--- config.mk ---
export PLATFORM = sky130hd
export DESIGN_NAME = gpio_bank_flat
export DESIGN_NICKNAME = d
export VERILOG_FILES = /design/src/rtl/gpio_bank_if.sv /design/src/rtl/gpio_bank.sv /design/src/flat_wrapper.sv
export SDC_FILE = /design/constraint.sdc
export NUM_CORES = 1
export LEC_CHECK = 0
export BUFFER_PORTS_ARGS = -buffer_cell sky130_fd_sc_hd__buf_2
export CAP_MARGIN = 10
export CELL_PAD_IN_SITES_DETAIL_PLACEMENT = 1
export CELL_PAD_IN_SITES_GLOBAL_PLACEMENT = 1
export CORE_MARGIN = 4
export CORE_UTILIZATION = 38
export CTS_CLUSTER_SIZE = 16
export DETAILED_ROUTE_END_ITERATION = 12
export HOLD_SLACK_MARGIN = 0.03
export PLACE_DENSITY_LB_ADDON = 0.1
export SLEW_MARGIN = 20
export SYNTH_ARGS = -nofsm -noshare
export SYNTH_HDL_FRONTEND = slang
export SYNTH_SLANG_ARGS = --single-unit
--- constraint.sdc ---
create_clock -name clk -period 4.2 [get_ports clk]
set_input_delay 0.63 -clock clk [delete_from_list [all_inputs] [get_ports clk]]
set_output_delay 0.63 -clock clk [all_outputs]
set_load 0.02 [all_outputs]
--- src/rtl/gpio_bank_if.sv ---
// gpio_bank_if: Risco_5 SoC bus interface for the GPIO bank.
interface gpio_bank_if;
    logic        read;
    logic        write;
    logic [31:0] address;
    logic [31:0] write_data;
    logic [31:0] read_data;

    modport master (output read, write, address, write_data, input read_data);
    modport slave  (input read, write, address, write_data, output read_data);
endinterface

--- src/rtl/gpio_bank.sv ---
// gpio_bank: memory-mapped GPIO bank with atomic output ops, input synchroniser,
// edge detection with sticky pending bits and level irq. Optional per-pin debounce
// filter and DBNC register (address 10) are enabled by defining GPIO_DEBOUNCE_EN.
module gpio_bank #(
    parameter int WIDTH       = 8,
    parameter int SYNC_STAGES = 2
`ifdef GPIO_DEBOUNCE_EN
    ,
    parameter int DEBOUNCE_BITS = 16
`endif
) (
    input  logic             clk,
    input  logic             reset,
    gpio_bank_if.slave       bus,
    input  logic [WIDTH-1:0] gpios_in,
    output logic [WIDTH-1:0] gpios_out,
    output logic [WIDTH-1:0] direction,
    output logic             irq
);
    logic [WIDTH-1:0] dir_q, dir_d, out_q, out_d, re_q, re_d, fe_q, fe_d;
    logic [WIDTH-1:0] ie_q, ie_d, pend_q, pend_d, p_q;
    logic [WIDTH-1:0] sync_q [SYNC_STAGES];
    logic [WIDTH-1:0] s, f, ev, wd;
    logic [3:0]       sel;
    logic [15:0]      wr;
    logic [31:0]      rd;
    logic             unused_bits;

    assign sel         = bus.address[5:2];
    assign wd          = bus.write_data[WIDTH-1:0];
    assign wr          = bus.write ? (16'd1 << sel) : 16'd0;
    assign s           = sync_q[SYNC_STAGES-1];
    assign ev          = (f & ~p_q & re_q) | (~f & p_q & fe_q);
    assign gpios_out   = out_q;
    assign direction   = dir_q;
    assign irq         = |(pend_q & ie_q);
    assign unused_bits = ^{bus.address, bus.write_data};

`ifdef GPIO_DEBOUNCE_EN
    logic [DEBOUNCE_BITS-1:0] dbnc_q, dbnc_d;
    logic [DEBOUNCE_BITS-1:0] cnt_q [WIDTH];
    logic [WIDTH-1:0]         f_q;

    assign dbnc_d = wr[10] ? bus.write_data[DEBOUNCE_BITS-1:0] : dbnc_q;
    assign f      = (dbnc_q == '0) ? s : f_q;

    // Per-pin filter: f_q takes s once s has disagreed for DBNC consecutive cycles
    always_ff @(posedge clk) begin
        if (reset) begin
            dbnc_q <= '0;
            f_q    <= '0;
            for (int i = 0; i < WIDTH; i++) cnt_q[i] <= '0;
        end else begin
            dbnc_q <= dbnc_d;
            for (int i = 0; i < WIDTH; i++) begin
                if (dbnc_q != '0 && s[i] != f_q[i]) begin
                    if (cnt_q[i] >= dbnc_q - 1'b1) begin
                        f_q[i]   <= s[i];
                        cnt_q[i] <= '0;
                    end else begin
                        cnt_q[i] <= cnt_q[i] + 1'b1;
                    end
                end else begin
                    f_q[i]   <= s[i];
                    cnt_q[i] <= '0;
                end
            end
        end
    end
`else
    assign f = s;
`endif

    // Next state of the software-visible registers; pending set beats W1C clear
    always_comb begin
        dir_d  = wr[0] ? wd : dir_q;
        out_d  = wr[1] ? wd : wr[3] ? (out_q | wd) : wr[4] ? (out_q & ~wd) : wr[5] ? (out_q ^ wd) : out_q;
        re_d   = wr[6] ? wd : re_q;
        fe_d   = wr[7] ? wd : fe_q;
        ie_d   = wr[8] ? wd : ie_q;
        pend_d = (wr[9] ? (pend_q & ~wd) : pend_q) | ev;
    end

    // Register file, synchroniser chain and previous-value flops
    always_ff @(posedge clk) begin
        if (reset) begin
            dir_q  <= '0;
            out_q  <= '0;
            re_q   <= '0;
            fe_q   <= '0;
            ie_q   <= '0;
            pend_q <= '0;
            p_q    <= '0;
            for (int i = 0; i < SYNC_STAGES; i++) sync_q[i] <= '0;
        end else begin
            dir_q     <= dir_d;
            out_q     <= out_d;
            re_q      <= re_d;
            fe_q      <= fe_d;
            ie_q      <= ie_d;
            pend_q    <= pend_d;
            p_q       <= f;
            sync_q[0] <= gpios_in;
            for (int i = 1; i < SYNC_STAGES; i++) sync_q[i] <= sync_q[i-1];
        end
    end

    // Read mux from current state; write-only and unmapped addresses read 0
    always_comb begin
        rd = '0;
        case (sel)
            4'd0: rd[WIDTH-1:0] = dir_q;
            4'd1: rd[WIDTH-1:0] = out_q;
            4'd2: rd[WIDTH-1:0] = f;
            4'd6: rd[WIDTH-1:0] = re_q;
            4'd7: rd[WIDTH-1:0] = fe_q;
            4'd8: rd[WIDTH-1:0] = ie_q;
            4'd9: rd[WIDTH-1:0] = pend_q;
`ifdef GPIO_DEBOUNCE_EN
            4'd10: rd[DEBOUNCE_BITS-1:0] = dbnc_q;
`endif
            default: rd = '0;
        endcase
    end

    assign bus.read_data = bus.read ? rd : 32'd0;
endmodule

--- src/flat_wrapper.sv ---
// flat-port wrapper written by rule: the top's interface ports become plain ports
module gpio_bank_flat 
#(
    parameter int WIDTH       = 8,
    parameter int SYNC_STAGES = 2

)
  (clk, reset, gpios_in, gpios_out, direction, irq, bus_read, bus_write, bus_address, bus_write_data, bus_read_data);
  gpio_bank_if bus_i ();
  input  logic clk;
  input  logic reset;
  input  logic [WIDTH-1:0] gpios_in;
  output logic [WIDTH-1:0] gpios_out;
  output logic [WIDTH-1:0] direction;
  output logic irq;
  input wire logic [$bits(bus_i.read)-1:0] bus_read;
  input wire logic [$bits(bus_i.write)-1:0] bus_write;
  input wire logic [$bits(bus_i.address)-1:0] bus_address;
  input wire logic [$bits(bus_i.write_data)-1:0] bus_write_data;
  output wire logic [$bits(bus_i.read_data)-1:0] bus_read_data;
  assign bus_i.read = bus_read;
  assign bus_i.write = bus_write;
  assign bus_i.address = bus_address;
  assign bus_i.write_data = bus_write_data;
  assign bus_read_data = bus_i.read_data;
  gpio_bank #(.WIDTH(WIDTH), .SYNC_STAGES(SYNC_STAGES)) u_core (.clk(clk), .reset(reset), .bus(bus_i), .gpios_in(gpios_in), .gpios_out(gpios_out), .direction(direction), .irq(irq));
endmodule
==> results of run 1 <==
[worst min path at each step]
stage                              startpoint                   end  slack [ns]  cells past startpoint
after floorplan           u_core.sync_q[0][2]  u_core.sync_q[0][10]        0.41                      1
after global placement    u_core.sync_q[0][3]  u_core.sync_q[0][11]        0.42                      1
after detailed placement  u_core.sync_q[0][3]  u_core.sync_q[0][11]        0.43                      1
after CTS                 u_core.sync_q[0][3]  u_core.sync_q[0][11]        0.44                      1
after global routing      u_core.sync_q[0][3]  u_core.sync_q[0][11]        0.46                      1
final                     u_core.sync_q[0][3]  u_core.sync_q[0][11]        0.43                      1
[power by group through the flow]
| stage | Sequential (W) | Clock [W] | Combinational (W) |
|---|---|---|---|
| after global routing | 0.000718 | 0.000620 | 0.000182 |
| final | 0.000715 | 0.000571 | 0.000163 |
| after CTS | 0.000715 | 0.000593 | 0.000164 |
| after floorplan | 0.000732 | 0 | 0.000128 |
| after detailed placement | 0.000731 | 0 | 0.000164 |
| after global placement | 0.000730 | 0 | 0.000160 |
[cell families after synthesis]
family | after synthesis
fa+ha+maj | 16
simple gates | 136
buf+inv | 66
other cells | 1
mux | 52
compound gates | 70
flops | 72
[critical path, cell delays in order]
cell and delay (ns):
sky130_fd_sc_hd__buf_2 0.39, sky130_fd_sc_hd__nor4b_4 0.85, sky130_fd_sc_hd__a221oi_1 0.21, sky130_fd_sc_hd__nor2_1 0.20, sky130_fd_sc_hd__buf_2 0.20
[through the flow]
| step | worst slack, ns | util (%) |
|---|---|---|
| floorplan | 1.76 | - |
| global placement | 1.11 | 41.0 |
| detailed placement | 1.10 | 41.0 |
| CTS | 1.07 | 43.1 |
| global route | 0.910 | 43.1 |
| finish | 1.07 | 43.1 |
[layer usage]
| metal | share of wire [%] | GRT usage, % |
|---|---|---|
| met1 | 49 | 23.9 |
| met5 | 0 | 0 |
| met3 | 4.2 | 3.60 |
| met4 | 1.3 | 5.77 |
| met2 | 46 | 30.2 |
[state kept, by name, summed over array words and instances, names as in the netlist]
register and cells:
u_core.re_q 8, u_core.ie_q 8, u_core.direction 8, u_core.p_q 8, u_core.pend_q 8, u_core.sync_q 16
u_core.fe_q 8, u_core.gpios_out 8
[Yosys cell counts, types with 3 or more instances]
cell                        count  area share (%)
sky130_fd_sc_hd__o211ai_1       5            0.99
sky130_fd_sc_hd__a32o_1         3            0.79
sky130_fd_sc_hd__buf_2          6            0.79
sky130_fd_sc_hd__inv_1         17             1.7
sky130_fd_sc_hd__nand3b_1      17             3.4
sky130_fd_sc_hd__nand2_1       22             2.2
sky130_fd_sc_hd__o2111ai_1      3            0.69
sky130_fd_sc_hd__a31oi_1        9             1.5
sky130_fd_sc_hd__a221oi_1       6             1.4
sky130_fd_sc_hd__or3b_1         3            0.69
sky130_fd_sc_hd__nor2_1        38             3.8
sky130_fd_sc_hd__ha_1          16             5.3
sky130_fd_sc_hd__nand3_1        9             1.2
sky130_fd_sc_hd__nor2b_1       24             4.0
sky130_fd_sc_hd__buf_4         28             5.5
sky130_fd_sc_hd__nor3_1         4            0.53
sky130_fd_sc_hd__mux2_2         6             1.8
sky130_fd_sc_hd__a21oi_1       13             1.7
sky130_fd_sc_hd__o22ai_1        7             1.2
sky130_fd_sc_hd__mux2i_1       45              12
sky130_fd_sc_hd__o21ai_0       14             1.8
sky130_fd_sc_hd__dfxtp_1       72              38
sky130_fd_sc_hd__a22oi_1        4            0.79
sky130_fd_sc_hd__clkbuf_1      12             1.2
[final cells by class]
type / instances / share of cell area, %
clock inverter: 4 / 1.28
sequential: 72 / 34.4
timing repair buffer: 50 / 6.09
tap: 133 / 3.97
clock buffer: 11 / 3.61
multi-input combinational: 298 / 49.2
inverter: 17 / 1.52
==> impl_summary.txt, run 1 <==
----------------------------------------------------
[Floorplan]
  Floorplan die width ... ~110 um
  Initial core utilization ... roughly two fifths
  Die height ... approximately 110 um
  Full die area ... roughly 12000 um2
  Top-level port count ... 125
  Core Region ... slightly below 10000 um2
  Number of placement rows ... 36

[Finish]
  Number of fill cells ... 1188
  Top library cells by usage in the layout, fill and taps aside ... sky130_fd_sc_hd__dfxtp_1, sky130_fd_sc_hd__buf_2, sky130_fd_sc_hd__mux2i_1
  Net count, final ... 540
  Area of all placed cells without fillers ... 4190 um2
  Area of all sequential standard cells ... between 1000 and 1500 um2
  Synth-to-Final Area Change ... 10.6%
  Multi-input combinational cell area ... slightly above 2000 um2
  Share of post-route cells with drive strength above 1 ... between 10% and 20%
  Leading cell type in the layout, fill and taps excluded ... sky130_fd_sc_hd__dfxtp_1
  Count of antenna diodes in the layout ... 0
  Count of non-filler cells in the finished layout ... 585

[Routing]
  Drt initial violations ... 92
  DRC errors left ... 0
  Residual antenna-violating net count after detailed routing ... 0
  Via Count ... 3011
  Total wirelength of the detailed-routed design ... between 10 and 15 mm
  Post-detailed-route via-to-cell ratio ... 5.15
  Routed len/inst ... around 18 um
  Number of detailed-routing iterations run before antenna repair ... 4

[Flow run]
  Max-cap violations ... 0

[Clock network]
  Number of setup buffers added after CTS ... 0
  Clock buffers created by TritonCTS ... 9
  Clk pin slew, worst setup/hold paths ... ~0.08 ns
  Root Driver ... sky130_fd_sc_hd__clkbuf_8
  CTS tree ... yes
  Clk sinks ... 72
  Quantity of hold-fixing buffers added after cts ... 0
  CTS HTree Levels ... 3
  Quantity of gates resized following cts ... 0
  Insertion delay to the later sink of the worst-skew pair ... ~0.35 ns
  Bufs on Longest Clock Path ... 2

[STA]
  Final count of hold timing violations ... 0
  Max transition margin ... 38.2%
  Layout Skew ... between 0.01 and 0.015 ns
  Final min period ... around 3.1 ns
  Max Clk Rate ... roughly 0.32 GHz
  Number of setup violations in the final report ... 0
  Worst Tran Pin Value ... a little over 0.9 ns
  Minimum hold slack ... about 0.43 ns
  Share of the clock period used by the worst path after layout ... approximately 74%
  Setup repair after global routing missed its margin ... no
  Setup Total Neg Slack ... 0 ns
  Total count of max-transition violations in the final report ... 0

[Critical path]
  Worst setup path startpoint ... bus_address[5]
  Reg2Reg Setup Slack ... approximately 2.8 ns
  Largest fanout on the critical path ... 22
  CP required ... ~3.6 ns
  Worst R2R End ... u_core.gpios_out[0]
  Crit path capture ... bus_read_data[3]
  Cells on worst reg2reg path ... 5
  Sort of element at the end of the critical path ... primary output
  Endpoint arrival time on the critical path ... between 2 and 3 ns
  Setup Crit Path Kind ... in -> out
  Startpoint class of the critical path ... primary input
  RR Startpoint ... u_core.gpios_out[0]

[Synthesis]
  Share of synthesized cell area in and, or, nand and nor gates ... between 20% and 30%
  Warnings, synthesis ... 0
  Post-synthesis share of cell area spent on xor and xnor gates ... 0%
  Number of different library cells in the post-synthesis netlist ... 48
  Compound-Gate Fraction of Synth Area ... approximately an eighth
  Most used flip-flop cell after synthesis ... sky130_fd_sc_hd__dfxtp_1
  Adder-cell share of the synthesized area ... 5.28%
  Flip-flop and latch count after synthesis ... roughly 70
  Dominant combinational cell family by area after synthesis ... simple AND/OR/NAND/NOR gates
  Multiplexer share of the synthesized area ... roughly 14%
  Post-synthesis instance total ... roughly 410
  Number of synthesized flops with an enable pin ... 0
  Share of synthesized registers carrying an async set or reset ... 0%
  Mapped Avg Cell Area ... between 9 and 10 um2
  Sequential-to-total area share from yosys stat ... between 30% and 40%
  Synth Cell Area ... 3790 um2

[Place]
  Final GP Congestion ... 0.775
  Half-perimeter wire length after detailed placement ... around 7.2 mm
  Placed Instance Area ... 3990 um2
  Cell count after placement ... 570
  IO Port Bufs ... 48

[Pwr]
  IR drop worst, VDD ... ~180 uV
  Pwr Density ... about 350 nW/um2
  Static Leak ... ~1.8 nW
  Net switching power ... just under 0.0004 W
  Cell Int Power ... 0.00106 W
  Pwr Total ... ~0.0014 W
  Clock share of power ... 39.4%
  Comb pwr share ... a little under an eighth
  Sequential fraction of design power ... between 40% and 50%
  Fraction of power spent switching nets ... roughly 27%

[Global routing]
  Number of global-route vias before repair ... 2999
  Remaining global-route overflow ... 0
  Antenna violations before repair ... 0
  First-pass GRT wire length ... between 15 and 20 mm
  Combined global-route utilization of all metal layers ... between 10% and 20%
  Maximum number of pins on one net before global-route repair ... 50

[Outcome]
  Run status ... completed

[Hold path]
  Min-delay worst type ... reg -> reg

----------------------------------------------------
No activity file was read; power rests on OpenSTA's default activity.
==> run 2: changes to the inputs <==
--- a/config.mk
+++ b/config.mk
@@ -5,12 +5,13 @@
 export SDC_FILE = /design/constraint.sdc
 export NUM_CORES = 1
 export LEC_CHECK = 0
+export ABC_AREA = 1
 export BUFFER_PORTS_ARGS = -buffer_cell sky130_fd_sc_hd__buf_2
 export CAP_MARGIN = 10
 export CELL_PAD_IN_SITES_DETAIL_PLACEMENT = 1
 export CELL_PAD_IN_SITES_GLOBAL_PLACEMENT = 1
 export CORE_MARGIN = 4
-export CORE_UTILIZATION = 38
+export CORE_UTILIZATION = 31
 export CTS_CLUSTER_SIZE = 16
 export DETAILED_ROUTE_END_ITERATION = 12
 export HOLD_SLACK_MARGIN = 0.03
==> constraint.sdc (replaced) <==
create_clock -name clk -period 2.6 [get_ports clk]
set_input_delay 0.39 -clock clk [delete_from_list [all_inputs] [get_ports clk]]
set_output_delay 0.39 -clock clk [all_outputs]
set_load 0.02 [all_outputs]
==> impl_summary.txt, run 2 <==
----------------------------------------------------
[Global routing]
  Gr busiest metal ... met2
  Combined global-route utilization of all metal layers ... between 10% and 20%
  Maximum number of pins on one net before global-route repair ... 38
  Antenna violations before repair ... 0
  Number of global-route vias before repair ... 3288
  Met2 Resource Use GR ... roughly 29%
  GR Layer Usage met1 ... a little under a quarter
  Remaining global-route overflow ... 0
  Global-route met3 utilization ... roughly 4.5%
  First-pass GRT wire length ... 18.2 mm

[Place]
  Cell count after placement ... between 600 and 700
  Setup WS pre-CTS ... approximately 0.38 ns
  Half-perimeter wire length after detailed placement ... roughly 8 mm
  IO Port Bufs ... 48
  Final GP Congestion ... between 0.8 and 0.9

[Floorplan]
  Core Region ... approximately 11000 um2
  Initial core utilization ... between 30% and 40%
  Top-level port count ... roughly 130
  Full die area ... approximately 14000 um2
  Floorplan die width ... around 120 um
  Die height ... between 100 and 150 um
  Number of placement rows ... 39

[STA]
  Number of setup violations in the final report ... 0
  Setup Total Neg Slack ... 0 ns
  Setup repair after global routing missed its margin ... no
  Share of the clock period used by the worst path after layout ... 87.0%
  Layout Skew ... approximately 0.0051 ns
  Slack of the critical path ... between 0.3 and 0.4 ns
  Max transition margin ... 58.0%
  Max Clk Rate ... 0.442 GHz
  Worst Tran Pin Value ... ~0.63 ns
  Final min period ... about 2.3 ns
  Total count of max-transition violations in the final report ... 0
  Final count of hold timing violations ... 0

[Clock network]
  Quantity of gates resized following cts ... 0
  Bufs on Longest Clock Path ... 2
  Quantity of hold-fixing buffers added after cts ... 0
  Insertion delay to the later sink of the worst-skew pair ... between 0.3 and 0.4 ns
  CTS HTree Levels ... 3
  Root Driver ... sky130_fd_sc_hd__clkbuf_16
  Clk sinks ... 72
  Clock buffers created by TritonCTS ... 9
  Number of setup buffers added after CTS ... 0
  CTS tree ... yes
  Clk pin slew, worst setup/hold paths ... 0.05 ns

[Synthesis]
  Warnings, synthesis ... 0
  Sequential-to-total area share from yosys stat ... approximately two fifths
  Share of synthesized registers carrying an async set or reset ... 0%
  Most used flip-flop cell after synthesis ... sky130_fd_sc_hd__dfxtp_1
  Mapped Avg Cell Area ... slightly above 7 um2
  Top-area cell type share of the netlist area ... around 39%
  Number of different library cells in the post-synthesis netlist ... 23
  Post-synthesis instance total ... 516
  Synth Cell Area ... around 3700 um2
  Synth top area cells ... sky130_fd_sc_hd__dfxtp_1, sky130_fd_sc_hd__inv_1, sky130_fd_sc_hd__a21oi_1, sky130_fd_sc_hd__o21ai_0, sky130_fd_sc_hd__nor2_1
  Dominant cell type by area after synthesis ... sky130_fd_sc_hd__dfxtp_1
  Number of synthesized flops with an enable pin ... 0
  Most common cell in the synthesized netlist ... sky130_fd_sc_hd__inv_1
  Flip-flop and latch count after synthesis ... a little over 70
  Most instantiated cells after synthesis ... sky130_fd_sc_hd__inv_1, sky130_fd_sc_hd__dfxtp_1, sky130_fd_sc_hd__a21oi_1, sky130_fd_sc_hd__nor2_1, sky130_fd_sc_hd__o21ai_0

[Finish]
  Leading cell type in the layout, fill and taps excluded ... sky130_fd_sc_hd__inv_1
  Share of post-route cells with drive strength above 1 ... 14.1%
  Area of all sequential standard cells ... between 1000 and 1500 um2
  Number of fill cells ... roughly 1500
  Net count, final ... 656
  Synth-to-Final Area Change ... 15.5%
  Multi-input combinational cell area ... 1660 um2
  Largest reg by FF count ... u_core.sync_q
  Count of non-filler cells in the finished layout ... ~710
  Flip-flop count of the largest register, all copies and words added ... 16
  Top library cells by usage in the layout, fill and taps aside ... sky130_fd_sc_hd__inv_1, sky130_fd_sc_hd__dfxtp_1, sky130_fd_sc_hd__nor2_1, sky130_fd_sc_hd__a21oi_1, sky130_fd_sc_hd__o21ai_0
  Count of antenna diodes in the layout ... 0

[Critical path]
  CP max-delay cell ... sky130_fd_sc_hd__o22ai_1
  Largest stage delay, worst path ... 0.32 ns
  CP required ... between 2 and 2.5 ns
  Endpoint arrival time on the critical path ... between 1.5 and 2 ns
  Cell type group with the largest total delay on the critical path ... simple AND/OR/NAND/NOR gates
  Critical path, cell by cell ... buf_2 -> nor2_1 -> nand2_1 -> o22ai_1 -> nor2_1 -> a21oi_1 -> buf_2
  Bufs and invs on worst path ... 2
  Sort of element at the end of the critical path ... primary output
  Largest fanout on the critical path ... 8
  Startpoint class of the critical path ... primary input
  Setup Crit Path Kind ... in -> out

[Pwr]
  Pwr Total ... 0.00262 W
  Pwr Density ... between 600 and 700 nW/um2
  IR drop worst, VDD ... 390 uV
  Static Leak ... ~1.9 nW

[Outcome]
  Run status ... completed

[Routing]
  Residual antenna-violating net count after detailed routing ... 0
  Post-detailed-route via-to-cell ratio ... about 4.8
  Number of detailed-routing iterations run before antenna repair ... 4
  Via Count ... about 3400
  Routed len/inst ... about 16 um
  Drt initial violations ... approximately 190
  DRC errors left ... 0
  Total wirelength of the detailed-routed design ... ~12 mm

[Flow run]
  Max-cap violations ... 0

[Hold path]
  Min-delay worst type ... in -> reg

----------------------------------------------------
-- run 2: tightest hold or removal path, stage by stage --
cell and delay, ns:
sky130_fd_sc_hd__buf_2 0.07, sky130_fd_sc_hd__inv_1 0.03, sky130_fd_sc_hd__nor2_1 0.06
-- run 2: final cells by class --
type / count / area share, %
Multi-Input combinational cell: 329 / 39.4
Inverter: 99 / 8.81
Tap cell: 143 / 4.24
Sequential cell: 72 / 34.2
Timing Repair Buffer: 53 / 6.58
Clock inverter: 4 / 0.682
Clock buffer: 12 / 6.08
-- run 2: stage by stage --
stage	util, %	hold slack (ns)	area (um2)
5_1_grt	36.8	0.251	4220
3_5_place_dp	34.3	0.397	3930
4_1_cts	36.8	0.238	4220
6_report	36.8	0.253	4220
2_1_floorplan	-	0.388	3740
3_3_place_gp	34.3	0.389	3930
-- run 2: cell families (layout without fill, tap and decap cells) --
group	after synthesis	after routing	share of synthesized area (%)
AO/OA/AOI/OAI	146	146	21.0
AND/OR/NAND/NOR	143	143	16.6
buffers and inverters	138	168	17.4
flip-flops	72	72	39.5
adder cells (fa/ha/maj)	16	16	5.48
other	1	24	0.103
-- run 2: routing by layer --
layer  share of wire (%)  vias up
li1                    -     1716
met1                  48     1617
met2                  47       75
met3                 4.5        7
met4                0.77        0
met5                   0        -
-- run 2: report_power, final --
group	internal (W)	switching [W]
combinational	0.0000730	0.000200
clock	0.000698	0.000490
sequential	0.00114	0.0000172
total	0.00191	0.000708
-- run 2: worst paths after layout --
path	start	endpoint	slack [ns]	depth (start not counted)
hold / removal	gpios_in[2]	u_core.sync_q[0][2]	0.25	3
setup / recovery	bus_address[4]	bus_read_data[0]	0.34	7
hold reg to reg	u_core.sync_q[0][1]	u_core.sync_q[0][9]	0.40	2
setup reg to reg	u_core.gpios_out[0]	u_core.gpios_out[0]	1.35	8
==> run 3: changes to the inputs <==
--- a/config.mk
+++ b/config.mk
@@ -5,13 +5,13 @@
 export SDC_FILE = /design/constraint.sdc
 export NUM_CORES = 1
 export LEC_CHECK = 0
-export ABC_AREA = 1
+export ABC_AREA = 0
 export BUFFER_PORTS_ARGS = -buffer_cell sky130_fd_sc_hd__buf_2
 export CAP_MARGIN = 10
 export CELL_PAD_IN_SITES_DETAIL_PLACEMENT = 1
-export CELL_PAD_IN_SITES_GLOBAL_PLACEMENT = 1
+export CELL_PAD_IN_SITES_GLOBAL_PLACEMENT = 2
 export CORE_MARGIN = 4
-export CORE_UTILIZATION = 31
+export CORE_UTILIZATION = 27
 export CTS_CLUSTER_SIZE = 16
 export DETAILED_ROUTE_END_ITERATION = 12
 export HOLD_SLACK_MARGIN = 0.03
==> impl_summary.txt, run 3 (same netlist as run 1, synthesis figures left out) <==
----------------------------------------------------
[Outcome]
  Run status ... completed

[Global routing]
  First-pass GRT wire length ... 18.7 mm
  Number of global-route vias before repair ... 3226
  Remaining global-route overflow ... 0
  Combined global-route utilization of all metal layers ... between 10% and 20%
  Antenna violations before repair ... 0
  Maximum number of pins on one net before global-route repair ... 64

[STA]
  Final count of hold timing violations ... 0
  Max Clk Rate ... 0.415 GHz
  Layout Skew ... 0.00418 ns
  Share of the clock period used by the worst path after layout ... ~90%
  Number of setup violations in the final report ... 0
  Setup Total Neg Slack ... 0 ns
  Final min period ... roughly 2.4 ns
  Setup repair after global routing missed its margin ... no
  Max transition margin ... 33.4%
  Total count of max-transition violations in the final report ... 0
  Worst Tran Pin Value ... 0.992 ns

[Routing]
  Post-detailed-route via-to-cell ratio ... 4.74
  Total wirelength of the detailed-routed design ... around 12 mm
  Drt initial violations ... between 150 and 200
  DRC errors left ... 0
  Via Count ... ~3000
  Residual antenna-violating net count after detailed routing ... 0
  Number of detailed-routing iterations run before antenna repair ... 4
  Routed len/inst ... approximately 18 um

[Clock network]
  Clk sinks ... 72
  Quantity of hold-fixing buffers added after cts ... 0
  CTS HTree Levels ... 3
  Root Driver ... sky130_fd_sc_hd__clkbuf_16
  Clk pin slew, worst setup/hold paths ... approximately 0.060 ns
  Quantity of gates resized following cts ... 0
  Bufs on Longest Clock Path ... 2
  Clock buffers created by TritonCTS ... 9
  Number of setup buffers added after CTS ... 0
  Insertion delay to the later sink of the worst-skew pair ... 0.33 ns
  CTS tree ... yes

[Critical path]
  RR Startpoint ... u_core.gpios_out[0]
  Crit path capture ... bus_read_data[3]
  Bufs and invs on worst path ... 2
  CP max-delay cell ... sky130_fd_sc_hd__o21ai_1
  Worst setup path startpoint ... bus_address[5]
  Sort of element at the end of the critical path ... primary output
  Endpoint arrival time on the critical path ... 2.02 ns
  CP required ... approximately 2.2 ns
  Critical path, cell by cell ... buf_2 -> nand2b_1 -> a21oi_1 -> o21ai_1 -> nor2_1 -> buf_2
  Cells on worst reg2reg path ... 5
  Cell depth of the worst setup path ... 6
  Setup Crit Path Kind ... in -> out
  Startpoint class of the critical path ... primary input
  CP dominant cell by count ... sky130_fd_sc_hd__buf_2
  Worst R2R End ... u_core.gpios_out[0]
  Largest fanout on the critical path ... 9
  Reg2Reg Setup Slack ... 1.23 ns
  Cell type group with the largest total delay on the critical path ... compound AO/OA/AOI/OAI gates
  Largest stage delay, worst path ... ~0.77 ns

[Finish]
  Top library cells by usage in the layout, fill and taps aside ... sky130_fd_sc_hd__dfxtp_1, sky130_fd_sc_hd__buf_2, sky130_fd_sc_hd__mux2i_1
  Leading cell type in the layout, fill and taps excluded ... sky130_fd_sc_hd__dfxtp_1
  Flip-flop count of the largest register, all copies and words added ... 16
  Share of post-route cells with drive strength above 1 ... 20.4%
  Net count, final ... 558
  Count of antenna diodes in the layout ... 0
  Synth-to-Final Area Change ... 18.2%
  Largest reg by FF count ... u_core.sync_q

[Pwr]
  IR drop worst, VDD ... around 260 uV
  Static Leak ... approximately 1.9 nW
  Pwr Total ... approximately 0.0027 W
  Pwr Density ... between 500 and 600 nW/um2

[Hold path]
  Min-delay worst type ... in -> reg

[Floorplan]
  Top-level port count ... roughly 130
  Number of placement rows ... 43
  Floorplan die width ... ~130 um
  Full die area ... 16000 um2
  Core Region ... about 14000 um2
  Initial core utilization ... between 20% and 30%
  Die height ... between 100 and 150 um

[Place]
  IO Port Bufs ... 48
  Final GP Congestion ... 0.699
  Half-perimeter wire length after detailed placement ... 8.47 mm

[Flow run]
  Max-cap violations ... 0

----------------------------------------------------
run 3: changes by cell type in the layout (fill, tap and decap cells not counted), moves of 20 or more:
cell                      before  now
sky130_fd_sc_hd__inv_1        95   17
sky130_fd_sc_hd__a21oi_1      58   13
sky130_fd_sc_hd__mux2i_1       0   45
sky130_fd_sc_hd__o21ai_0      56   14
sky130_fd_sc_hd__nor2b_1       0   24
sky130_fd_sc_hd__nand2_1      44   22
sky130_fd_sc_hd__nor2_1       58   38
run 3: worst min-delay path by stage:
stage                                end  cells after the start  slack, ns           startpoint
global route         u_core.sync_q[0][7]                      2       0.27          gpios_in[7]
finish               u_core.sync_q[0][3]                      2       0.26          gpios_in[3]
CTS                  u_core.sync_q[0][3]                      2       0.25          gpios_in[3]
detailed placement  u_core.sync_q[0][10]                      1       0.43  u_core.sync_q[0][2]
floorplan           u_core.sync_q[0][10]                      1       0.41  u_core.sync_q[0][2]
global placement     u_core.sync_q[0][8]                      1       0.42  u_core.sync_q[0][0]
run 3: layout make-up:
| type | count | area (um2) |
|---|---|---|
| Fill cell | 1624 | 9340 |
| Multi-Input combinational cell | 298 | 2060 |
| Sequential cell | 72 | 1440 |
| Timing Repair Buffer | 68 | 403 |
| Clock buffer | 10 | 229 |
| Tap cell | 180 | 225 |
| Inverter | 17 | 63.8 |
| Clock inverter | 5 | 58.8 |
run 3: metal layers:
metal | share of wire [%] | wire length, um | up-vias | track usage (%)
met1 | 50 | 5880 | 1489 | 21.2
met5 | 0 | 0 | - | 0
met4 | 1.4 | 164 | 0 | 5.11
met2 | 45 | 5270 | 62 | 23.6
li1 | - | - | 1518 | -
met3 | 3.7 | 429 | 10 | 2.61
run 3: power breakdown:
group / switching (W) / internal, W
clock network: 0.000490 / 0.000738
registers: 0.0000252 / 0.00113
logic: 0.000185 / 0.0000995
total: 0.000700 / 0.00197
run 3: stage by stage:
step	hold WS [ns]	std cells	utilization, %	cell area, um2	worst slack (ns)
finish	0.260	650	32.4	4480	0.193
global route	0.270	650	32.4	4480	0.0942
CTS	0.246	650	32.4	4480	0.196
detailed placement	0.429	635	30.3	4200	0.198
global placement	0.416	635	30.3	4200	0.177
floorplan	0.414	436	-	3880	0.640
